--- src/rtl/pipe_pkg.sv ---
`default_nettype none
// ============================================================================
// Module      : pipe_pkg
// Description : Shared pipeline constants. Holds the ID/EX func codes that
//               select MULT/MULTU, the iteration count of the sequential
//               multiplier, the multiplier FSM state encoding and a small
//               two's-complement magnitude helper.
// Revision    : 1.0 - initial release
// ============================================================================
package pipe_pkg;

  // ID/EX func field codes for the multiply instructions
  localparam logic [5:0] FUNC_MULT  = 6'h18;
  localparam logic [5:0] FUNC_MULTU = 6'h19;

  // One radix-2 iteration per operand bit
  localparam int MULT_ITER = 32;
  localparam int CNT_W     = $clog2(MULT_ITER);

  // Counter value on which the final iteration runs and the result commits
  localparam logic [CNT_W-1:0] CNT_LAST = CNT_W'(MULT_ITER - 1);

  // Multiplier FSM encoding (explicit 2-bit width)
  typedef enum logic [1:0] {
    ST_IDLE = 2'd0,
    ST_RUN  = 2'd1,
    ST_DONE = 2'd2
  } mult_state_e;

  // Magnitude of a two's-complement word. 0x80000000 maps onto itself,
  // which is the correct magnitude when read back as unsigned.
  function automatic logic [31:0] mag32(input logic [31:0] v);
    return v[31] ? (~v + 32'd1) : v;
  endfunction

endpackage
`default_nettype wire

--- src/rtl/ex_mult_unit.sv ---
`default_nettype none
// ============================================================================
// Module      : ex_mult_unit
// Description : Sequential 32x32 -> 64 multiplier for the EX stage, owning
//               the architectural HI/LO registers. A request taken in IDLE
//               runs 32 radix-2 shift-add iterations, commits the product to
//               {hi,lo}, then pulses done for one cycle. The pipeline is
//               stalled from the start cycle through the last RUN cycle.
// Revision    : 1.0 - initial release
//
// Configuration macro:
//   MULT_SIGNED_EN  defined   : func 6'h18 (MULT) performs a signed multiply
//                   undefined : every request is an unsigned multiply
//
// Ports:
//   clk      in   1   rising-edge clock
//   rst      in   1   asynchronous active-low reset
//   start    in   1   multiply request (qualified ID/EX isMult)
//   func     in   6   ID/EX func field (6'h18 MULT, otherwise MULTU)
//   rs_val   in  32   forwarded rs operand
//   rt_val   in  32   forwarded rt operand
//   flush    in   1   pipeline flush, aborts any operation in flight
//   wr_hi    in   1   MTHI write enable
//   wr_lo    in   1   MTLO write enable
//   wr_data  in  32   MTHI/MTLO write data
//   stall    out  1   hold ID/EX and earlier stages
//   busy     out  1   operation running or completing
//   done     out  1   one-cycle pulse when the product is committed
//   hi       out 32   architectural HI
//   lo       out 32   architectural LO
// ============================================================================
module ex_mult_unit
  import pipe_pkg::*;
(
  input  logic        clk,
  input  logic        rst,
  input  logic        start,
  input  logic [5:0]  func,
  input  logic [31:0] rs_val,
  input  logic [31:0] rt_val,
  input  logic        flush,
  input  logic        wr_hi,
  input  logic        wr_lo,
  input  logic [31:0] wr_data,
  output logic        stall,
  output logic        busy,
  output logic        done,
  output logic [31:0] hi,
  output logic [31:0] lo
);

  localparam logic [CNT_W-1:0] c_cnt_one = CNT_W'(1);

  // --------------------------------------------------------------------------
  // State and datapath registers
  // --------------------------------------------------------------------------
  mult_state_e       r_state;
  mult_state_e       w_next_state;

  logic [CNT_W-1:0]  r_cnt;      // iteration counter, saturates at CNT_LAST
  logic [63:0]       r_acc;      // partial-product accumulator
  logic [63:0]       r_mcand;    // multiplicand magnitude, shifted left
  logic [31:0]       r_mplier;   // multiplier magnitude, shifted right
  logic [31:0]       r_hi;
  logic [31:0]       r_lo;

  // --------------------------------------------------------------------------
  // Control decode
  // --------------------------------------------------------------------------
  logic w_accept;   // IDLE request that actually starts an operation
  logic w_iter;     // a shift-add iteration happens this cycle
  logic w_commit;   // final iteration: write product to HI/LO
  logic w_mt_ok;    // MTHI/MTLO window

  assign w_accept = (r_state == ST_IDLE) && start && !flush;
  assign w_iter   = (r_state == ST_RUN) && !flush;
  assign w_commit = w_iter && (r_cnt == CNT_LAST);
  assign w_mt_ok  = (r_state == ST_IDLE) && !start;

  // --------------------------------------------------------------------------
  // Operand conditioning
  // --------------------------------------------------------------------------
  logic [31:0] w_mag_a;
  logic [31:0] w_mag_b;

`ifdef MULT_SIGNED_EN
  logic w_signed_op;
  logic w_neg;      // product sign differs from the magnitude product
  logic r_neg;

  assign w_signed_op = (func == FUNC_MULT);
  assign w_mag_a     = w_signed_op ? mag32(rs_val) : rs_val;
  assign w_mag_b     = w_signed_op ? mag32(rt_val) : rt_val;
  assign w_neg       = w_signed_op && (rs_val[31] ^ rt_val[31]);

  always_ff @(posedge clk or negedge rst) begin
    if (!rst) begin
      r_neg <= 1'b0;
    end else if (w_accept) begin
      r_neg <= w_neg;
    end
  end
`else
  // Every request is unsigned, so func carries no information here.
  logic w_unused_func;

  assign w_mag_a       = rs_val;
  assign w_mag_b       = rt_val;
  assign w_unused_func = ^func;
`endif

  // --------------------------------------------------------------------------
  // Shift-add datapath
  // --------------------------------------------------------------------------
  logic [63:0] w_addend;
  logic [63:0] w_acc_sum;
  logic [63:0] w_product;

  assign w_addend  = r_mplier[0] ? r_mcand : 64'd0;
  assign w_acc_sum = r_acc + w_addend;

`ifdef MULT_SIGNED_EN
  // The accumulator holds the magnitude product; restore the sign on commit.
  assign w_product = r_neg ? (~w_acc_sum + 64'd1) : w_acc_sum;
`else
  assign w_product = w_acc_sum;
`endif

  always_ff @(posedge clk or negedge rst) begin
    if (!rst) begin
      r_cnt    <= '0;
      r_acc    <= 64'd0;
      r_mcand  <= 64'd0;
      r_mplier <= 32'd0;
    end else if (w_accept) begin
      r_cnt    <= '0;
      r_acc    <= 64'd0;
      r_mcand  <= {32'd0, w_mag_a};
      r_mplier <= w_mag_b;
    end else if (w_iter) begin
      r_acc    <= w_acc_sum;
      r_mcand  <= r_mcand << 1;
      r_mplier <= r_mplier >> 1;
      // The last iteration leaves the FSM, so the counter never wraps.
      if (r_cnt != CNT_LAST) begin
        r_cnt <= r_cnt + c_cnt_one;
      end
    end
  end

  // --------------------------------------------------------------------------
  // Architectural HI/LO. The commit and the MTHI/MTLO window are mutually
  // exclusive by state, so the priority below never actually resolves a clash.
  // --------------------------------------------------------------------------
  always_ff @(posedge clk or negedge rst) begin
    if (!rst) begin
      r_hi <= 32'd0;
      r_lo <= 32'd0;
    end else if (w_commit) begin
      r_hi <= w_product[63:32];
      r_lo <= w_product[31:0];
    end else if (w_mt_ok) begin
      if (wr_hi) begin
        r_hi <= wr_data;
      end
      if (wr_lo) begin
        r_lo <= wr_data;
      end
    end
  end

  assign hi = r_hi;
  assign lo = r_lo;

  // --------------------------------------------------------------------------
  // FSM
  // --------------------------------------------------------------------------
  always_ff @(posedge clk or negedge rst) begin
    if (!rst) begin
      r_state <= ST_IDLE;
    end else begin
      r_state <= w_next_state;
    end
  end

  always_comb begin
    w_next_state = r_state;
    stall        = 1'b0;
    busy         = 1'b0;
    done         = 1'b0;
    case (r_state)
      ST_IDLE: begin
        // stall is combinational on start; qualify with rst so it stays low
        // for the whole time reset is held.
        if (start && !flush) begin
          w_next_state = ST_RUN;
          stall        = rst;
        end
      end
      ST_RUN: begin
        stall = 1'b1;
        busy  = 1'b1;
        if (flush) begin
          w_next_state = ST_IDLE;
        end else if (r_cnt == CNT_LAST) begin
          w_next_state = ST_DONE;
        end
      end
      ST_DONE: begin
        busy         = 1'b1;
        done         = 1'b1;
        w_next_state = ST_IDLE;
      end
      default: begin
        w_next_state = ST_IDLE;
      end
    endcase
  end

endmodule
`default_nettype wire

--- config.mk ---
export PLATFORM = sky130hd
export DESIGN_NAME = ex_mult_unit
export DESIGN_NICKNAME = d
export VERILOG_FILES = /design/src/rtl/pipe_pkg.sv /design/src/rtl/ex_mult_unit.sv
export SDC_FILE = /design/constraint.sdc
export NUM_CORES = 1
export LEC_CHECK = 0
export ABC_AREA = 0
export BUFFER_PORTS_ARGS = -buffer_cell sky130_fd_sc_hd__buf_2
export CORE_ASPECT_RATIO = 2
export CORE_MARGIN = 5
export CORE_UTILIZATION = 35
export DETAILED_ROUTE_END_ITERATION = 10
export HOLD_SLACK_MARGIN = 0.02
export PLACE_DENSITY_LB_ADDON = 0.15
export SLEW_MARGIN = 0
export SYNTH_ARGS = -nofsm -noshare
export SYNTH_HDL_FRONTEND = slang
export SYNTH_SLANG_ARGS = --single-unit
--- constraint.sdc ---
create_clock -name clk -period 9.8 [get_ports clk]
set_input_delay 1.47 -clock clk [delete_from_list [all_inputs] [get_ports clk]]
set_output_delay 1.47 -clock clk [all_outputs]
set_load 0.1 [all_outputs]
[After elaboration in Yosys (flattened, before gate mapping)]
Index checks and enable logic that the tools add are counted.
Cells by class
  reductions and logical operators: 19
  equal/unequal tests: 6
  add/subtract/negate cells: 2
  multiplexer cells: 24
Operator list (number)
  $mux W64: 5
  $mux W32: 8
  $add A64 B64 Y64: 1
  $mux W5: 3
  $reduce_bool A2 Y1: 5
  $reduce_and A2 Y1: 4
  $logic_and A1 B1 Y1: 6
  $mux W2: 3
  $add A5 B1 Y5 const B: 1
  $eq A5 B5 Y1 const B: 1
  $ne A5 B5 Y1 const B: 1
  $pmux W2 S2: 1
  $mux W1: 3
  $ne A3 B2 Y1 const B: 1
  $eq A2 B1 Y1 const B: 1
  $eq A2 B2 Y1 const B: 1
  $logic_not A1 Y1: 2
  $logic_not A2 Y1: 1
  $ne A2 B1 Y1 const B: 1
  $pmux W1 S2: 1
  $reduce_or A2 Y1: 1
Word-level totals
  input bits: 108
  register bits after elaboration: 231
  logic and storage cells: 58

[Longest topological paths before layout]
Gate-level depths: netlist of the first run.
  depth after elaboration: 5
  gate-level depth with buffers: 15

[Worst setup path before layout of the first run]
Ideal clock, no wire load.
  kind: input to output
  start: input start
  end: output stall
  required time: 8.330 ns
  path buffers: 1
  cell stages on the path: 4
  setup slack: 5.552 ns
  arrival time: 2.778 ns
  path through: nand2_1 nor2_1 clkbuf_1 a21o_1
On the way
  word-level cells in the longest chain between the ends: 3
Ends and longest elaborated chain
  start, declared: line ex_mult_unit.sv:37  | input logic start,
  $logic_and A1 B1 Y1: line ex_mult_unit.sv:195  | if (start && !flush) begin
  $mux W1: line ex_mult_unit.sv:195
  $pmux W1 S2: line ex_mult_unit.sv:191  | case (r_state)
  end, declared: line ex_mult_unit.sv:45  | output logic stall,
Every way passes these cells.

[Worst setup path in the final report of the first run]
  start: register r_mplier[0]
  end: register r_acc[58]
On the way
  word-level cells in the longest chain between the ends: 4
Ends and longest elaborated chain
  start, declared: line ex_mult_unit.sv:63  | logic [31:0] r_mplier;
  start signal, assigned: line ex_mult_unit.sv:139  | r_mplier <= w_mag_b;
  start signal, assigned: line ex_mult_unit.sv:143  | r_mplier <= r_mplier >> 1;
  $mux W64: line ex_mult_unit.sv:119  | assign w_addend = r_mplier[0] ? r_mcand : 64'd0;
  $add A64 B64 Y64: line ex_mult_unit.sv:120  | assign w_acc_sum = r_acc + w_addend;
  $mux W64: line ex_mult_unit.sv:140  | end else if (w_iter) begin
  $mux W64: line ex_mult_unit.sv:135  | end else if (w_accept) begin
  end signal, assigned: line ex_mult_unit.sv:141  | r_acc <= w_acc_sum;
  end, declared: line ex_mult_unit.sv:61  | logic [63:0] r_acc;
Every way passes these cells. The select of a mux whose other input is x is not followed.
A chain may end at the register's enable or synchronous reset.

==> results of run 1 <==
cell usage after synthesis, drive strengths merged, types with 16 or more instances:
master  count
a21o       23
a21oi     159
a31oi      69
and2       64
buf        19
clkbuf     80
dfrtp     231
ha         68
inv        16
mux2i      54
nand2     407
nand3      19
nand4      21
nor2      139
o21ai     120
xnor2      40
xor2       24
path summary, 6_finish.rpt:
check,from,end,slack (ns)
worst max-delay path,r_mplier[0],r_acc[58],5.33
worst min-delay path,r_acc[55],r_acc[55],0.49
worst max register to register,r_mplier[0],r_acc[58],5.33
worst min register to register,r_acc[55],r_acc[55],0.49
max in group asynchronous,rst,r_mcand[48],7.33
min in group asynchronous,rst,r_mplier[26],0.92
worst max-delay path: stages (launching register included):
cell      delay (ns)
dfrtp_1         0.51
buf_4           0.52
and2_1          0.23
ha_1            0.30
a21oi_1         0.30
o21ai_0         0.25
a21oi_1         0.17
o21ai_0         0.09
a211oi_1        0.37
a21oi_1         0.13
a211oi_1        0.80
nor2_1          0.22
mux2i_1         0.18
a221o_1         0.26
through the flow:
step | setup WS (ns) | util, % | hold WS, ns | std cells | area, µm²
after global routing | 5.13 | 40.3 | 0.495 | 2347 | 16100
after global placement | 5.38 | 38.2 | 0.470 | 2306 | 15300
after CTS | 5.31 | 40.3 | 0.493 | 2346 | 16100
after detailed placement | 5.30 | 38.2 | 0.478 | 2306 | 15300
after floorplan | 5.55 | - | 0.456 | 1694 | 14100
final | 5.33 | 40.3 | 0.491 | 2347 | 16100
final cells by class:
type,count,area [µm²]
Clock buffer,29,669
Multi-Input combinational cell,1348,7880
Fill cell,4241,23900
Inverter,16,60.1
Sequential cell,231,5780
Antenna cell,1,2.50
Timing Repair Buffer,181,948
Clock inverter,11,136
Tap cell,530,663
state kept, by name, indices dropped and copies added (netlist names):
| register | count |
|---|---|
| r_acc | 64 |
| r_mcand | 64 |
| hi | 32 |
| lo | 32 |
| r_mplier | 32 |
| r_cnt | 5 |
| r_state | 2 |
kinds of logic after synthesis:
| kind of cell | after synthesis | synth area share, % |
|---|---|---|
| compound gates | 455 | 19.6 |
| xor+xnor | 64 | 3.98 |
| fa+ha+maj | 69 | 6.19 |
| buf+inv | 115 | 3.29 |
| flops | 231 | 41.1 |
| mux | 65 | 4.72 |
| simple gates | 695 | 21.1 |
metal layers:
metal | share of wire [%] | vias up | global-route usage (%)
met5 | 0 | - | 0
met4 | 5.9 | 0 | 11.1
met3 | 3.7 | 106 | 2.47
met2 | 55 | 290 | 41.4
met1 | 36 | 6108 | 22.4
li1 | - | 6080 | -
power by group through the flow:
stage	combinational, mW	clock, mW	sequential [mW]
2_1_floorplan	1.26	0	2.40
3_3_place_gp	2.92	0	1.52
3_5_place_dp	2.94	0	1.53
4_1_cts	2.94	0.989	1.52
5_1_grt	3.11	1.03	1.56
6_report	2.92	0.958	1.52
==> flow_metrics.py, run 1 <==
metrics = {
    "outcome": {
        "run_status": "completed",
    },
    "timing": {
        "tns_ns": 0,
        "timing.fmax_mhz": 224,
        "slew_viol_final": 0,
        "rsz0062_at_grt": "false",
        "slew_headroom_pct": 27.7,
        "min_period_ns": 4.47,
        "fin_skew_ns": 0.0305,
        "post-route-period-util_pct": 45.6,
        "finalSetupViolations": 0,
        "final_hold_viol_count": 0,
        "tightest_slew_ns": 1.08,
    },
    "power_and_ir_drop": {
        "sw_frac_of_total_pct": 53.1,
        "internal-power_mw": 2.53,
        "p_seq_share_pct": 28.1,
        "switchingPower_mw": 2.86,
        "p_clk_share_pct": 17.8,
        "powerDensity_nw_per_um2": 334,
        "total_power_mw": 5.39,
        "p_leak_nw": 7.54,
        "comb_power_share_pct": 54.1,
        "ir_drop_mv": 0.231,
    },
    "floorplanning": {
        "dieArea_um2": 44600,
        "rows": 104,
        "die_w_um": 152,
        "ios": 175,
        "core_um2": 40100,
        "initial_core_util_pct": 35.1,
        "die_height_um": 294,
    },
    "cells_and_area": {
        "layout_commonest_cell": "nand2_1",
        "area_delta_synth_final_pct": 14.7,
        "drive_above_1_share_pct": 14.6,
        "mostFrequentLayoutCells": "nand2_1, dfrtp_1, buf_2",
        "finalNetCount": 1979,
    },
    "routing": {
        "via_count": 12600,
        "dr.pass1.iters": 5,
        "drtIter0Drc": 589,
        "ant_nets": 0,
        "drcViolationCount": 0,
        "drt-total-wl_um": 48700,
        "viasPerCell": 5.36,
        "avgRoutedWirePerCell_um": 20.7,
    },
    "synth": {
        "yosysWarnings": 0,
        "syn_nets": 1871,
        "synth.largest_area_cell": "dfrtp_1",
        "synthFlopType": "dfrtp_1",
        "synth.distinct_cells": 73,
        "syn_avg_cell_area_um2": 8.31,
        "yosys-top-cells-area": "dfrtp_1, nand2_1, ha_1, a21oi_1, o21ai_0",
        "synthCells": 1694,
        "synth-seq-cells": 231,
        "synth_top_area_share_pct": 41.1,
        "synth-seq-area-share_pct": 41.1,
        "syn-cell-area_um2": 14100,
        "synth_edf_count": 0,
        "synthArstFlopShare_pct": 100,
    },
    "cts": {
        "clkTransAtPathRegs_ns": 0.07,
        "cts.sink_count": 231,
        "post_cts_resize_count": 0,
        "clock_latency_ns": 0.57,
        "clockBufferDepth": 3,
        "tritoncts.num_buffers": 24,
        "cts_tree": "built",
        "postCtsSetupBuffers": 0,
        "ctsHoldBuffers": 0,
        "cts_max_level": 1,
        "clockRootBuffer": "clkbuf_16",
    },
    "setup_path": {
        "path_class": "reg -> reg",
        "startpoint_type": "flip-flop",
        "crit_arrival_ns": 4.92,
        "rr_worst_depth": 13,
        "cp.required_ns": 10.25,
        "worstPathMaxFanout": 55,
        "endpoint_kind": "flip-flop",
    },
    "min_path": {
        "hold_path_depth": 2,
        "hp-class": "reg -> reg",
    },
    "global_route": {
        "grtUsageTotal_pct": 21.6,
        "grt_pass1_wl_um": 74100,
        "grt_pass1_vias": 12900,
        "grt_max_degree": 99,
        "antenna_found_initial": 1,
        "grt.overflow.total": 0,
    },
    "placement": {
        "gp_congestion": 0.927,
        "io_buffers": 168,
        "dp_hpwl_um": 36300,
    },
    "run": {
        "max_cap_violations": 0,
    },
}
Note: power is estimated with default switching activity, not from simulation.
==> run 2, diff against run 1 <==
==> constraint.sdc (replaced) <==
create_clock -name clk -period 4.1 [get_ports clk]
set_input_delay 0.615 -clock clk [delete_from_list [all_inputs] [get_ports clk]]
set_output_delay 0.615 -clock clk [all_outputs]
set_load 0.1 [all_outputs]
==> run 2 against run 1 <==
  * Sequential share of layout area is 0.80 points lower
  * Largest power group unchanged
  * Core utilization increased by 0.91 points
  * Maximum frequency is 16% higher
  * Clock skew shrank 0.0045 ns
  * Via count grew 0.75%
==> flow_metrics.py, run 2 (same netlist as run 1, synthesis figures left out) <==
metrics = {
    "min_path": {
        "hp-class": "in -> async",
    },
    "power_and_ir_drop": {
        "powerDensity_nw_per_um2": 796,
        "ir_drop_mv": 0.530,
        "p_clk_share_pct": 17.8,
        "p_leak_nw": 7.74,
        "sw_frac_of_total_pct": 51.9,
        "internal-power_mw": 6.32,
        "switchingPower_mw": 6.82,
        "comb_power_share_pct": 54.6,
        "p_seq_share_pct": 27.6,
    },
    "placement": {
        "dp_hpwl_um": 36800,
        "io_buffers": 168,
        "gp_congestion": 0.954,
    },
    "timing": {
        "final_hold_viol_count": 0,
        "slew_headroom_pct": 11.2,
        "rsz0062_at_grt": "false",
        "slew_viol_final": 0,
        "finalSetupViolations": 0,
        "fin_skew_ns": 0.0260,
        "holdWs_ns": 0.0400,
        "tightest_slew_ns": 1.33,
        "post-route-period-util_pct": 94.1,
        "timing.fmax_mhz": 259,
        "min_period_ns": 3.86,
        "tns_ns": 0,
    },
    "cts": {
        "cts.sink_count": 231,
        "cts_tree": "built",
        "clockRootBuffer": "clkbuf_16",
        "cts_max_level": 1,
        "tritoncts.num_buffers": 24,
        "postCtsSetupBuffers": 0,
        "clockBufferDepth": 3,
        "post_cts_resize_count": 0,
        "ctsHoldBuffers": 0,
        "clock_latency_ns": 0.57,
        "clkTransAtPathRegs_ns": 0.07,
    },
    "routing": {
        "avgRoutedWirePerCell_um": 20.6,
        "drcViolationCount": 0,
        "ant_nets": 0,
        "drt-total-wl_um": 49100,
        "dr.pass1.iters": 5,
        "via_count": 12700,
        "viasPerCell": 5.32,
        "drtIter0Drc": 514,
    },
    "floorplanning": {
        "die_height_um": 294,
        "ios": 175,
        "dieArea_um2": 44600,
        "rows": 104,
        "die_w_um": 152,
        "core_um2": 40100,
        "initial_core_util_pct": 35.1,
    },
    "global_route": {
        "grt_pass1_vias": 13200,
        "antenna_found_initial": 1,
        "grt_max_degree": 133,
        "grt.overflow.total": 0,
        "grt_pass1_wl_um": 75600,
        "grtUsageTotal_pct": 22.0,
    },
    "setup_path": {
        "worstReg2RegStart": "r_mplier[0]",
        "path_class": "reg -> reg",
        "startpoint_type": "flip-flop",
        "reg2reg_slack_ns": 0.24,
        "rr_worst_depth": 13,
        "cp-startpoint": "r_mplier[0]",
        "r2r_end": "r_acc[37]",
        "worstPathMaxFanout": 55,
        "crit_arrival_ns": 4.30,
        "endpoint_kind": "flip-flop",
        "crit_path_end": "r_acc[37]",
        "cp.required_ns": 4.54,
    },
    "cells_and_area": {
        "multiInputGateArea_um2": 7880,
        "regArea_um2": 5780,
        "drive_above_1_share_pct": 15.9,
        "area_delta_synth_final_pct": 17.3,
        "mostFrequentLayoutCells": "nand2_1, dfrtp_1, buf_2",
        "reg.largest.list": "r_acc: 64 flops, r_mcand: 64 flops",
        "nFillCells": 4223,
        "finalNetCount": 2017,
        "layout_commonest_cell": "nand2_1",
    },
    "outcome": {
        "run_status": "completed",
    },
    "run": {
        "max_cap_violations": 0,
    },
}
[run 2: cell count changes in the layout (fill, tap and decap cells not counted), sizes merged]
cell and delta:
buf +38, clkinv -7, clkinvlp -1, clkbuf +6, bufinv +2
[run 2: worst min path at each step]
stage,from,to,slack [ns],cells past startpoint
6_report,rst,r_mplier[27],0.04,1
5_1_grt,rst,r_mplier[27],0.08,1
4_1_cts,rst,r_mplier[27],0.05,1
3_5_place_dp,r_acc[53],r_acc[53],0.48,2
3_3_place_gp,r_acc[60],r_acc[60],0.47,2
2_1_floorplan,rst,hi[0],0.32,0
[run 2: layer usage]
layer | part of all wire [%] | vias up | global-route usage [%]
li1 | - | 6146 | -
met5 | 0 | - | 0
met3 | 3.4 | 109 | 2.65
met2 | 55 | 258 | 42.3
met1 | 36 | 6165 | 23.1
met4 | 5.4 | 0 | 10.6
[run 2: cell type report]
type | count | share of cell area, %
Multi-Input combinational cell | 1348 | 47.7
Clock inverter | 5 | 0.910
Timing Repair Buffer | 219 | 7.93
Sequential cell | 231 | 35.0
Antenna cell | 1 | 0.0152
Clock buffer | 35 | 4.01
Tap cell | 530 | 4.02
Inverter | 16 | 0.364
[run 2: through the flow]
step                      area (µm²)  setup slack, ns  power [mW]  cells  util (%)
after global routing           16500           0.0950        13.9   2385      41.2
final                          16500            0.242        13.1   2385      41.2
after floorplan                14100            0.875        8.76   1694         -
after detailed placement       15700            0.249        10.9   2344      39.1
after global placement         15700            0.254        10.8   2344      39.1
after CTS                      16500            0.217        13.3   2384      41.2
[run 2: worst max-delay path, stage by stage, from the launching register on]
cell      delay, ns
dfrtp_1        0.50
buf_12         0.25
and2_1         0.17
ha_1           0.46
a21o_1         0.18
a211oi_1       0.07
o31ai_1        0.46
nor3_1         0.15
a21oi_4        0.31
a31oi_1        0.18
o211ai_1       0.45
a21oi_1        0.15
xnor2_1        0.18
a22o_1         0.21
[run 2: power groups by stage]
stage                     Clock, mW  Combinational [mW]  Sequential, mW
after floorplan                   0                3.02            5.74
after global placement            0                7.18            3.65
after detailed placement          0                7.21            3.67
after CTS                      2.41                7.23            3.64
after global routing           2.50                7.64            3.72
final                          2.34                7.17            3.63
==> run 3, diff against run 2 <==
--- a/config.mk
+++ b/config.mk
@@ -11,6 +11,7 @@
 export CORE_MARGIN = 5
 export CORE_UTILIZATION = 35
 export DETAILED_ROUTE_END_ITERATION = 10
+export GPL_TIMING_DRIVEN = 0
 export HOLD_SLACK_MARGIN = 0.02
 export PLACE_DENSITY_LB_ADDON = 0.15
 export SLEW_MARGIN = 0
==> constraint.sdc (replaced) <==
create_clock -name clk -period 4.1 [get_ports clk]
set_input_delay 0.205 -clock clk [delete_from_list [all_inputs] [get_ports clk]]
set_output_delay 0.205 -clock clk [all_outputs]
set_load 0.1 [all_outputs]
==> run 3 against run 2 <==
  * Sequential power is 2% higher
  * Sequential cell count stayed put
  * Non-clock buffer count is 144 higher
  * Total power fell by 0.92%
  * Worst setup slack got worse by 0.21 ns
  * Routed wire length is 13% higher
  * Critical endpoint is now lo[29]
  * Largest power group unchanged
==> flow_metrics.py, run 3 (same netlist as run 1, synthesis figures left out) <==
metrics = {
    "floorplanning": {
        "initial_core_util_pct": 35.1,
        "ios": 175,
        "dieArea_um2": 44600,
        "core_um2": 40100,
        "die_height_um": 294,
        "rows": 104,
        "die_w_um": 152,
    },
    "cts": {
        "cts_max_level": 1,
        "clockRootBuffer": "clkbuf_16",
        "tritoncts.num_buffers": 25,
        "clock_latency_ns": 0.56,
        "cts.sink_count": 231,
        "cts_tree": "built",
        "clockBufferDepth": 3,
        "clkTransAtPathRegs_ns": 0.07,
    },
    "timing": {
        "post-route-period-util_pct": 99.2,
        "slew_headroom_pct": 25.8,
        "final_hold_viol_count": 0,
        "slew_viol_final": 0,
        "holdWs_ns": 0.0436,
        "rsz0062_at_grt": "true",
        "tightest_slew_ns": 1.11,
        "min_period_ns": 4.07,
        "finalSetupViolations": 0,
        "tns_ns": 0,
        "timing.fmax_mhz": 246,
        "fin_skew_ns": 0.0242,
    },
    "routing": {
        "drt-total-wl_um": 55400,
        "ant_nets": 0,
        "avgRoutedWirePerCell_um": 21.9,
        "drcViolationCount": 0,
        "via_count": 13600,
        "viasPerCell": 5.39,
        "dr.pass1.iters": 5,
        "drtIter0Drc": 622,
    },
    "cells_and_area": {
        "final_core_util_pct": 43.5,
        "stdcell_count": 2529,
        "finalNetCount": 2162,
        "area_delta_synth_final_pct": 23.9,
        "mostFrequentLayoutCells": "nand2_1, dfrtp_1, buf_2",
        "drive_above_1_share_pct": 13.7,
        "diodes": 0,
        "nFillCells": 4176,
        "reg.largest.list": "r_acc: 64 flops, r_mcand: 64 flops",
        "layout_commonest_cell": "nand2_1",
    },
    "global_route": {
        "grt_use_met3_pct": 2.45,
        "grt_max_degree": 113,
        "grt.busiest_layer": "met2",
        "grt_pass1_wl_um": 83200,
        "grtUsageTotal_pct": 24.8,
        "use_met1_pct": 24.4,
        "grt.overflow.total": 0,
        "antenna_found_initial": 0,
        "met2_usage_pct": 47.4,
        "grt_pass1_vias": 14300,
    },
    "setup_path": {
        "path_class": "reg -> reg",
        "worstPathMaxFanout": 11,
        "crit_path_frequent_cell": "o21ai_0",
        "crit_arrival_ns": 4.55,
        "cp_cell_sequence": "clkbuf_2, and2_1, ha_1, buf_2, nand3_1, o211ai_2, or3b_1, a21o_1, a21oi_4, a21oi_1, o21ai_0, xor2_1, nand2_1, o21ai_0",
        "slowest_delay_ns": 0.60,
        "path_buf_inv": 2,
        "endpoint_kind": "flip-flop",
        "cp.required_ns": 4.58,
        "path_delay_family": "compound AO/OA/AOI/OAI gates",
        "startpoint_type": "flip-flop",
        "critPathSlowestCell": "dfrtp_4",
    },
    "power_and_ir_drop": {
        "p_leak_nw": 8.05,
        "ir_drop_mv": 0.641,
        "powerDensity_nw_per_um2": 747,
    },
    "outcome": {
        "run_status": "completed",
    },
    "run": {
        "max_cap_violations": 0,
    },
    "placement": {
        "gp_congestion": 1.00,
        "dp_hpwl_um": 43900,
        "placed_cells": 2394,
        "io_buffers": 168,
    },
    "min_path": {
        "hp-class": "in -> reg",
    },
}
-- run 3: cell count changes in the layout (fill, tap and decap cells not counted), moves of 4 or more --
| cell | change |
|---|---|
| dlygate4sd3_1 | +91 |
| clkbuf_1 | +74 |
| buf_4 | -37 |
| buf_1 | +10 |
| buf_12 | -6 |
| buf_2 | +5 |
| bufinv_16 | -4 |
| clkbuf_8 | +4 |
| xnor2_1 | -4 |
| xnor2_2 | +4 |
-- run 3: metrics by stage --
stage	setup WS (ns)	area, µm²	total power [mW]
6_report	0.0341	17400	13.0
5_1_grt	-0.0691	17400	13.7
3_3_place_gp	-1.56	15600	10.6
4_1_cts	0.0000102	17400	13.0
3_5_place_dp	-0.740	15600	10.7
2_1_floorplan	0.875	14100	8.76
-- run 3: final cells by class --
cell class / count / area [µm²] / area share, %
multi-input cells: 1348 / 7920 / 45.4
clock inverters: 5 / 46.3 / 0.265
repair buffers: 265 / 1850 / 10.6
flip-flops and latches: 231 / 5780 / 33.2
inverters: 16 / 60.1 / 0.344
clock buffers: 36 / 717 / 4.11
plain buffers: 98 / 400 / 2.30
well taps: 530 / 663 / 3.80
-- run 3: per-layer routing --
metal	vias to the layer above	wire [µm]	part of all wire, %
met3	159	1840	3.3
met1	6645	18800	34
met4	0	4440	8.0
met2	387	30300	55
li1	6449	-	-
met5	-	0	0
-- run 3: worst paths after layout --
kind,startpoint,to,slack [ns],cells after the start
max in group asynchronous,rst,r_mcand[44],2.73,4
worst min register to register,r_acc[53],r_acc[53],0.50,2
worst max-delay path,r_mplier[0],lo[29],0.03,14
worst min-delay path,wr_data[2],lo[2],0.04,4
worst max register to register,r_mplier[0],lo[29],0.03,14
min in group asynchronous,rst,r_mplier[28],0.06,2
-- run 3: what timing repair did --
action / CTS / global route
gates cloned: 0 / 0
endpoints found under the hold margin: 227 / 0
buffers inserted: 1 / 3
gates resized for setup: 8 / 14
pin swaps: 1 / 3
endpoints found under the setup margin: 81 / 34
hold buffers: 91 / 0
-- run 3: worst min-delay path: stages --
cell and delay (ns):
buf_2 0.12, mux2_2 0.14, nand2_1 0.04, o21ai_0 0.06
-- run 3: power breakdown --
| group | internal (mW) | leakage [nW] | total, mW | switching (mW) |
|---|---|---|---|---|
| clock | 1.21 | 0.373 | 2.20 | 0.988 |
| combinational | 1.79 | 4.77 | 7.13 | 5.34 |
| sequential | 3.10 | 2.91 | 3.69 | 0.590 |
